$ cat config.mk
export PLATFORM = sky130hd
export DESIGN_NAME = matmul_result_collector
export DESIGN_NICKNAME = d
export VERILOG_FILES = /design/src/rtl/matmul_pkg.sv /design/src/rtl/sync_fifo.sv /design/src/rtl/matmul_result_collector.sv
export SDC_FILE = /design/constraint.sdc
export NUM_CORES = 2
export LEC_CHECK = 0
export CAP_MARGIN = 20
export CORE_ASPECT_RATIO = 1.75
export CORE_UTILIZATION = 33
export CTS_CLUSTER_SIZE = 20
export DETAILED_ROUTE_END_ITERATION = 7
export PLACE_DENSITY = 0.47
export REMOVE_ABC_BUFFERS = 1
export SETUP_SLACK_MARGIN = 0.05
export SLEW_MARGIN = 20
export SYNTH_ARGS = -nofsm -noshare
export SYNTH_HDL_FRONTEND = slang
export SYNTH_MEMORY_MAX_BITS = 65536
export SYNTH_SLANG_ARGS = --single-unit
$ cat constraint.sdc
create_clock -name clk -period 18.95 [get_ports clk]
set_clock_uncertainty 0.1 [all_clocks]
set_input_delay 3.79 -clock clk [delete_from_list [all_inputs] [get_ports clk]]
set_output_delay 3.79 -clock clk [all_outputs]
set_load 0.02 [all_outputs]
$ cat src/rtl/matmul_pkg.sv
// rtl/matmul_pkg.sv - shared types and sizes for the matmul result collector
package matmul_pkg;

  localparam int DATA_W     = 64;
  localparam int N_PER_LANE = 32;
  localparam int IDX_W      = $clog2(N_PER_LANE);

  typedef struct packed {
    logic [IDX_W-1:0]         idx;
    logic signed [DATA_W-1:0] re;
    logic signed [DATA_W-1:0] im;
  } result_t;

  localparam int RESULT_W = $bits(result_t);

  typedef enum logic [1:0] {
    IDLE    = 2'd0,
    COLLECT = 2'd1,
    DONE    = 2'd2
  } collector_state_t;

endpackage

$ cat src/rtl/sync_fifo.sv
// rtl/sync_fifo.sv - show-ahead synchronous FIFO with flush; a push on full is taken when a pop shares the edge
module sync_fifo #(
  parameter int WIDTH = 8,
  parameter int DEPTH = 16
) (
  input  logic             clk,
  input  logic             rst_n,
  input  logic             flush,
  input  logic             push,
  input  logic [WIDTH-1:0] din,
  input  logic             pop,
  output logic [WIDTH-1:0] dout,
  output logic             empty,
  output logic             full
);

  localparam int AW = $clog2(DEPTH);

  logic [WIDTH-1:0] mem [DEPTH];
  logic [AW-1:0]    wr_ptr;
  logic [AW-1:0]    rd_ptr;
  logic [AW:0]      count;
  logic             do_push;
  logic             do_pop;

  assign empty   = (count == '0);
  assign full    = (count == (AW+1)'(DEPTH));
  assign do_pop  = pop && !empty;
  assign do_push = push && (!full || do_pop);
  assign dout    = mem[rd_ptr];

  always_ff @(posedge clk or negedge rst_n) begin
    if (!rst_n) begin
      wr_ptr <= '0;
      rd_ptr <= '0;
      count  <= '0;
    end else if (flush) begin
      wr_ptr <= '0;
      rd_ptr <= '0;
      count  <= '0;
    end else begin
      if (do_push) wr_ptr <= wr_ptr + AW'(1);
      if (do_pop)  rd_ptr <= rd_ptr + AW'(1);
      count <= count + (AW+1)'(do_push) - (AW+1)'(do_pop);
    end
  end

  // Storage carries no reset; occupancy alone decides what is valid.
  always_ff @(posedge clk) begin
    if (do_push && !flush) mem[wr_ptr] <= din;
  end

endmodule

$ cat src/rtl/matmul_result_collector.sv
// rtl/matmul_result_collector.sv - two-lane result capture, tagging and round-robin merge; STALL_CNT_EN adds stall_cycles
module matmul_result_collector
  import matmul_pkg::*;
#(
  parameter int DEPTH = 16
) (
  input  logic                     clk,
  input  logic                     rst_n,
  input  logic                     start,
  input  logic                     valid_in0,
  input  logic signed [DATA_W-1:0] din_R0,
  input  logic signed [DATA_W-1:0] din_I0,
  input  logic                     valid_in1,
  input  logic signed [DATA_W-1:0] din_R1,
  input  logic signed [DATA_W-1:0] din_I1,
  output logic                     out_valid,
  input  logic                     out_ready,
  output logic                     out_lane,
  output logic [IDX_W-1:0]         out_index,
  output logic signed [DATA_W-1:0] out_R,
  output logic signed [DATA_W-1:0] out_I,
  output logic                     busy,
  output logic                     done,
  output logic                     overflow
`ifdef STALL_CNT_EN
  ,
  output logic [31:0]              stall_cycles
`endif
);

  localparam logic [IDX_W:0] CNT_MAX = (IDX_W+1)'(N_PER_LANE);

  collector_state_t state;
  logic [IDX_W:0]   cnt0;
  logic [IDX_W:0]   cnt1;
  result_t          din0;
  result_t          din1;
  result_t          dout0;
  result_t          dout1;
  result_t          sel;
  logic             empty0;
  logic             empty1;
  logic             full0;
  logic             full1;
  logic             in_en;
  logic             push0;
  logic             push1;
  logic             pop0;
  logic             pop1;
  logic             load;
  logic             grant;
  logic             last_grant;
  logic             finish;

  // A start in COLLECT flushes, so nothing else may move at that edge.
  assign in_en = (state == COLLECT) && !start;
  assign push0 = in_en && valid_in0 && (cnt0 < CNT_MAX);
  assign push1 = in_en && valid_in1 && (cnt1 < CNT_MAX);

  assign din0 = '{idx: cnt0[IDX_W-1:0], re: din_R0, im: din_I0};
  assign din1 = '{idx: cnt1[IDX_W-1:0], re: din_R1, im: din_I1};

  assign load  = in_en && (!out_valid || out_ready) && !(empty0 && empty1);
  assign grant = (!empty0 && !empty1) ? !last_grant : empty0;
  assign pop0  = load && !grant;
  assign pop1  = load && grant;
  assign sel   = grant ? dout1 : dout0;

  assign finish = (state == COLLECT) && (cnt0 == CNT_MAX) && (cnt1 == CNT_MAX) &&
                  empty0 && empty1 && (!out_valid || out_ready);

  sync_fifo #(
    .WIDTH(RESULT_W),
    .DEPTH(DEPTH)
  ) u_fifo0 (
    .clk  (clk),
    .rst_n(rst_n),
    .flush(start),
    .push (push0),
    .din  (din0),
    .pop  (pop0),
    .dout (dout0),
    .empty(empty0),
    .full (full0)
  );

  sync_fifo #(
    .WIDTH(RESULT_W),
    .DEPTH(DEPTH)
  ) u_fifo1 (
    .clk  (clk),
    .rst_n(rst_n),
    .flush(start),
    .push (push1),
    .din  (din1),
    .pop  (pop1),
    .dout (dout1),
    .empty(empty1),
    .full (full1)
  );

  always_ff @(posedge clk or negedge rst_n) begin
    if (!rst_n) begin
      state      <= IDLE;
      cnt0       <= '0;
      cnt1       <= '0;
      last_grant <= 1'b1;
      out_valid  <= 1'b0;
      out_lane   <= 1'b0;
      out_index  <= '0;
      out_R      <= '0;
      out_I      <= '0;
      busy       <= 1'b0;
      done       <= 1'b0;
      overflow   <= 1'b0;
    end else if (start) begin
      state      <= COLLECT;
      cnt0       <= '0;
      cnt1       <= '0;
      last_grant <= 1'b1;
      out_valid  <= 1'b0;
      out_lane   <= 1'b0;
      out_index  <= '0;
      out_R      <= '0;
      out_I      <= '0;
      busy       <= 1'b1;
      done       <= 1'b0;
      overflow   <= 1'b0;
    end else if (state == COLLECT) begin
      // A dropped sample still consumes its index so the gap shows downstream.
      if (push0) cnt0 <= cnt0 + (IDX_W+1)'(1);
      if (push1) cnt1 <= cnt1 + (IDX_W+1)'(1);
      if ((push0 && full0 && !pop0) || (push1 && full1 && !pop1)) overflow <= 1'b1;

      if (load) begin
        out_valid  <= 1'b1;
        out_lane   <= grant;
        out_index  <= sel.idx;
        out_R      <= sel.re;
        out_I      <= sel.im;
        last_grant <= grant;
      end else if (out_ready) begin
        out_valid <= 1'b0;
      end

      if (finish) begin
        state <= DONE;
        busy  <= 1'b0;
        done  <= 1'b1;
      end
    end
  end

`ifdef STALL_CNT_EN
  always_ff @(posedge clk or negedge rst_n) begin
    if (!rst_n) begin
      stall_cycles <= '0;
    end else if (start) begin
      stall_cycles <= '0;
    end else if ((state == COLLECT) && out_valid && !out_ready && (stall_cycles != 32'hFFFF_FFFF)) begin
      stall_cycles <= stall_cycles + 32'd1;
    end
  end
`endif

endmodule
== After elaboration in Yosys (flattened, before gate mapping) ==
Memories as Yosys holds them, arrays and structs flattened.
Index checks and enable logic that the tools add are counted.
W data, S select, Z words.
Word-level totals
  output and inout bits: 138
  input port bits: 262
  memories kept: 2
  word-level logic and storage cells: 148
  bits in writable memories: 4256
  bits in registers: 179
Operators by class
  reduce and logical (&&, ||, !) cells: 60
  mux-type cells: 51
  equality and inequality tests: 5
  magnitude comparators: 2
  add/subtract/negate cells: 10
Memory list
  u_fifo0.mem: depth 16, bits a word 133, rd ports 1, clocked after memory_dff 0, wr ports 1, line sync_fifo.sv:19  | logic [WIDTH-1:0] mem [DEPTH];
  u_fifo1.mem: depth 16, bits a word 133, rd ports 1, clocked after memory_dff 0, wr ports 1, line sync_fifo.sv:19
Operator list (count)
  $mux W64: 6
  $mux W133: 1
  $mux W6: 6
  $mux W4: 8
  $logic_and A1 B1 Y1: 26
  $mux W5: 5
  $mux W1: 22
  $reduce_bool A2 Y1: 10
  $add A4 B1 Y4 const B: 4
  $add A6 B1 Y6 const B: 2
  $eq A6 B6 Y1 const B: 2
  $lt A6 B6 Y1 const B: 2
  $reduce_and A2 Y1: 6
  $logic_not A1 Y1: 11
  $add A5 B1 Y5: 2
  $eq A5 B5 Y1 const B: 2
  $logic_not A5 Y1: 2
  $sub A5 B1 Y5: 2
  $mux W2: 3
  $logic_or A1 B1 Y1: 4
  $reduce_bool A3 Y1: 1
  $eq A2 B1 Y1 const B: 1

== Depth between registers and ports, before layout ==
  word-level depth: 12
  depth in mapped cells: 18

== By module ==
Synthesis repeated with hierarchy kept, for this count alone.
Unflattened totals
  cell total of the unflattened synthesis: 8379
  area, all modules: 170333.4 sq um
Modules (own cells, without submodules)
  sync_fifo at u_fifo0: cells each 3921, sequential area each 64226.6 sq um, area each 82206.3 sq um, times used 1
  sync_fifo at u_fifo1: cells each 3914, sequential area each 64226.6 sq um, area each 81719.6 sq um, times used 1
  matmul_result_collector: cells each 544, sequential area each 3779.9 sq um, area each 6407.4 sq um, times used 1

== Least setup slack after synthesis ==
OpenSTA, ideal clock, no wires.
  path kind: input to register
  start: input start
  end: memory u_fifo1.mem[1][0] in the netlist's numbering, enable pin
  path buffers: 1
  path slack: 0.423 ns
  data required time: 17.899 ns
  arrival: 17.475 ns
  cell stages on the path: 5
  path through: or3b_1 > nor3b_2 > o21ai_1 > clkbuf_1 > nor4_1
Between the ends
  cells in the longest elaborated chain, start to end: 11
  elaborated cells between the ends (all ways): 13
Ends and longest elaborated chain
  from (decl): line matmul_result_collector.sv:9  | input logic start,
  $logic_not A1 Y1 *: line sync_fifo.sv:50, matmul_result_collector.sv:56
  $logic_and A1 B1 Y1: line matmul_result_collector.sv:56  | assign in_en = (state == COLLECT) && !start;
  $logic_and A1 B1 Y1 (2 in series): line matmul_result_collector.sv:63  | assign load = in_en && (!out_valid || out_ready) && !(empty0 && empty1);
  $logic_and A1 B1 Y1: line matmul_result_collector.sv:66  | assign pop1 = load && grant;
  $logic_and A1 B1 Y1: line sync_fifo.sv:28  | assign do_pop = pop && !empty;
  $logic_or A1 B1 Y1: line sync_fifo.sv:29  | assign do_push = push && (!full || do_pop);
  $logic_and A1 B1 Y1: line sync_fifo.sv:29
  $logic_and A1 B1 Y1 *: line sync_fifo.sv:50  | if (do_push && !flush) mem[wr_ptr] <= din;
  $mux W1 *: line sync_fifo.sv:50
  $mux W1 (not written as such) *: line sync_fifo.sv:50
  to (decl): line sync_fifo.sv:19
Mark *: on every way between the ends. The rest lies on a longest branch, timed or not.

== Worst setup path in the final report ==
  start: input start
  end: memory u_fifo1.mem[7][23] in the netlist's numbering, enable pin
Same word-level chain as after synthesis.

==> flow_metrics.py <==
metrics = {
    "die": {
        "core_area_um2": 504000,
        "die_h_um": 943,
        "dieArea_um2": 509000,
        "die_w_um": 540,
        "io_pins": 400,
        "rows": 345,
        "start_util": 0.331,
    },
    "cts": {
        "cts_buffers": 414,
        "cts_htree_levels": 5,
        "clk_path_buf_depth": 4,
        "cts_tree": "done",
        "cts-hold-fix-buffers": 0,
        "root_buffer": "clkbuf_16",
        "clk_latency_ns": 0.99,
        "clkTransAtPathRegs_ns": 0.06,
        "cts_setup_buffers": 0,
        "cts_resized": 0,
        "cts_sinks": 4433,
    },
    "detailed_routing": {
        "drt_iter0_drc": 7260,
        "wire_per_inst_um": 34.0,
        "finalWirelength_um": 497000,
        "drc": 0,
        "drt_pre_antenna_iters": 5,
        "vias": 77500,
        "antenna_left": 0,
        "viasPerCell": 5.31,
    },
    "grt": {
        "use_met3": 0.0304,
        "grt.overflow.total": 0,
        "use_met1": 0.236,
        "grt_pass1_wl_um": 685000,
        "antenna_found_initial": 115,
        "grt_max_degree": 137,
        "use_met2": 0.356,
        "grt-busiest-layer": "met2",
        "grt_usage": 0.193,
        "grt_pass1_vias": 81400,
    },
    "cells_and_area": {
        "post-route-util": 0.383,
        "fin_area_um2": 193000,
        "final_layout_size_suffix_gt1_frac": 0.245,
        "fill_cells": 44900,
        "syn_to_final_growth_pct": 15.6,
        "nets": 7927,
    },
    "power_and_ir_drop": {
        "power.leakage_nw": 58.3,
        "p_comb_frac": 0.188,
        "p_switching_mw": 6.50,
        "report.power.total_mw": 24.3,
        "intPower_mw": 17.8,
        "clkPwrFrac": 0.348,
        "vdd_drop_max_uv": 84.8,
        "power_density_nw_per_um2": 126,
        "netSwitchingFraction": 0.268,
        "power_frac_seq": 0.464,
    },
    "sta": {
        "setup_violations": 0,
        "slew_headroom": 0.223,
        "worst_slack_ns": 10.49,
        "fin_setup_tns_ns": 0,
        "finalHoldViolCount": 0,
        "rsz0062_at_grt": "no",
        "slew_viol_final": 0,
        "period_share": 0.447,
        "fin_crit_ns": 8.46,
        "fmax_mhz": 118,
        "tightest_slew_ns": 1.17,
    },
    "worst_hold_path": {
        "hp-start": "out_I[60]",
        "hp-class": "reg2reg",
    },
    "logic_synthesis": {
        "netlist_top_cells_area": "edfxtp_1 (77%), mux4_2 (15%), dfrtp_1 (2.6%), a22oi_1 (1.2%), mux2i_1 (0.89%)",
        "yosys-top-cells-count": "edfxtp_1 (4,256), mux4_2 (1,099), a22oi_1 (273), clkbuf_1 (224), dfrtp_1 (176)",
        "synth_area_per_cell_um2": 23.7,
        "synth_ff_type": "edfxtp_1",
        "synthDistinctLibCells": 54,
        "synth_edf_count": 4256,
        "synth-seq-cells": 4433,
        "yosys.area.top_type_share": 0.765,
        "synthArstFlopShare": 0.0399,
        "yosysMostFrequentCell": "edfxtp_1",
        "ys_seq_area_frac": 0.792,
        "syn_area_um2": 167000,
        "syn_inst": 7037,
        "yosysTopAreaCell": "edfxtp_1",
        "yosys_warnings": 0,
    },
    "placement": {
        "pre_cts_slack_ns": 9.39,
        "place_area_um2": 179000,
        "io_buffer_count": 399,
        "gp_congestion": 0.761,
        "place_hpwl_um": 308000,
    },
    "setup_path": {
        "worst-endpoint-required_ns": 19.41,
        "crit_arrival_ns": 8.93,
        "worstPathMaxFanout": 51,
        "worstSetupPathType": "in2reg",
        "startpoint_type": "input pin",
        "critPathSlowestCell": "buf_4",
        "r2r-start": "u_fifo1.rd_ptr[0]",
        "critPathCaptureType": "register",
        "crit_chain": "buf_2, buf_4, or3b_1, nor3b_2, o21ai_1, nor3b_1, and2_4, buf_4, buf_4",
        "slowest_delay_ns": 0.86,
        "critPathMostFrequentCell": "buf_4",
        "cp-startpoint": "start",
    },
    "flow_run": {
        "cap_violations": 0,
    },
    "outcome": {
        "status": "completed",
    },
}
## metal layers
metal	part of all wire	vias up
met5	0.00088	-
met4	0.022	66
met3	0.049	622
met2	0.54	2008
met1	0.39	43200
li1	-	31600
## path summary, 6_finish.rpt
check	to	slack (ns)	depth (start not counted)
max	u_fifo1.mem[7][23]	10.49	9
min	out_I[60]	0.42	1
max reg2reg	out_R[24]	12.92	8
min reg2reg	out_I[60]	0.42	1
max in group asynchronous	out_I[54]	13.78	3
min in group asynchronous	out_R[62]	2.76	1
## power by group through the flow
stage | Clock [mW] | Sequential, mW | Combinational [mW]
6_report | 8.45 | 11.3 | 4.56
5_1_grt | 8.97 | 11.3 | 4.87
3_3_place_gp | 0 | 11.5 | 4.68
4_1_cts | 8.65 | 11.3 | 4.71
3_5_place_dp | 0 | 11.5 | 4.70
2_1_floorplan | 0 | 12.0 | 5.19
## state kept, by name, summed over array words and instances, names as in the netlist, 5 cells and up
signal,cells
u_fifo0.mem,2128
u_fifo1.mem,2128
out_I,64
out_R,64
cnt0,6
cnt1,6
out_index,5
u_fifo0.count,5
u_fifo1.count,5
## layout by cell type (no fill, tap or decap), drive strengths merged, types with 5 or more instances in the layout
cell / count
a221o: 130
xnor2: 7
a22oi: 273
a221oi: 53
a21oi: 154
clkdlybuf4s50: 397
clkinv: 164
mux2i: 149
and2: 7
or3: 5
clkinvlp: 17
nand2: 41
a211oi: 6
clkbuf: 531
ha: 26
bufinv: 42
nor2: 65
edfxtp: 4256
nor3b: 10
xor2: 13
mux4: 1099
o21ai: 43
dfrtp: 176
diode: 23
buf: 186
nor2b: 19
nand4: 7
inv: 42
a211o: 16
nor3: 5
## area by class of cell
class	count	area [um^2]	area share
Inverter	34	135	0.000700
Tap cell	6593	8250	0.0428
Sequential cell	4433	132000	0.685
Timing Repair Buffer	583	5560	0.0288
Clock inverter	231	2430	0.0126
Antenna cell	23	57.6	0.000298
Multi-Input combinational cell	2171	33100	0.172
Clock buffer	531	11100	0.0578
## critical path, delay by kind of cell
kind                   cells  cell delay (ns)
and+or+nand+nor            4             2.49
buffers and inverters      4             1.92
AOI/OAI and AO/OA          1             0.48
## cells by family after synthesis
group                      after synthesis  share of synthesized area
AOI/OAI and AO/OA                      689                     0.0307
adders and majority gates               28                    0.00219
xor gates and xnor gates                20                    0.00105
buffers and inverters                  433                     0.0113
and+or+nand+nor                        185                    0.00558
DFF                                   4433                      0.792
muxes                                 1249                      0.157
## per-stage QoR
step	hold slack, ns	cells
after floorplan	0.355	6638
after global placement	0.406	13800
after detailed placement	0.400	13800
after CTS	0.428	14600
after global routing	0.440	14600
final	0.419	14600
Power figures use the tool's default switching activity.
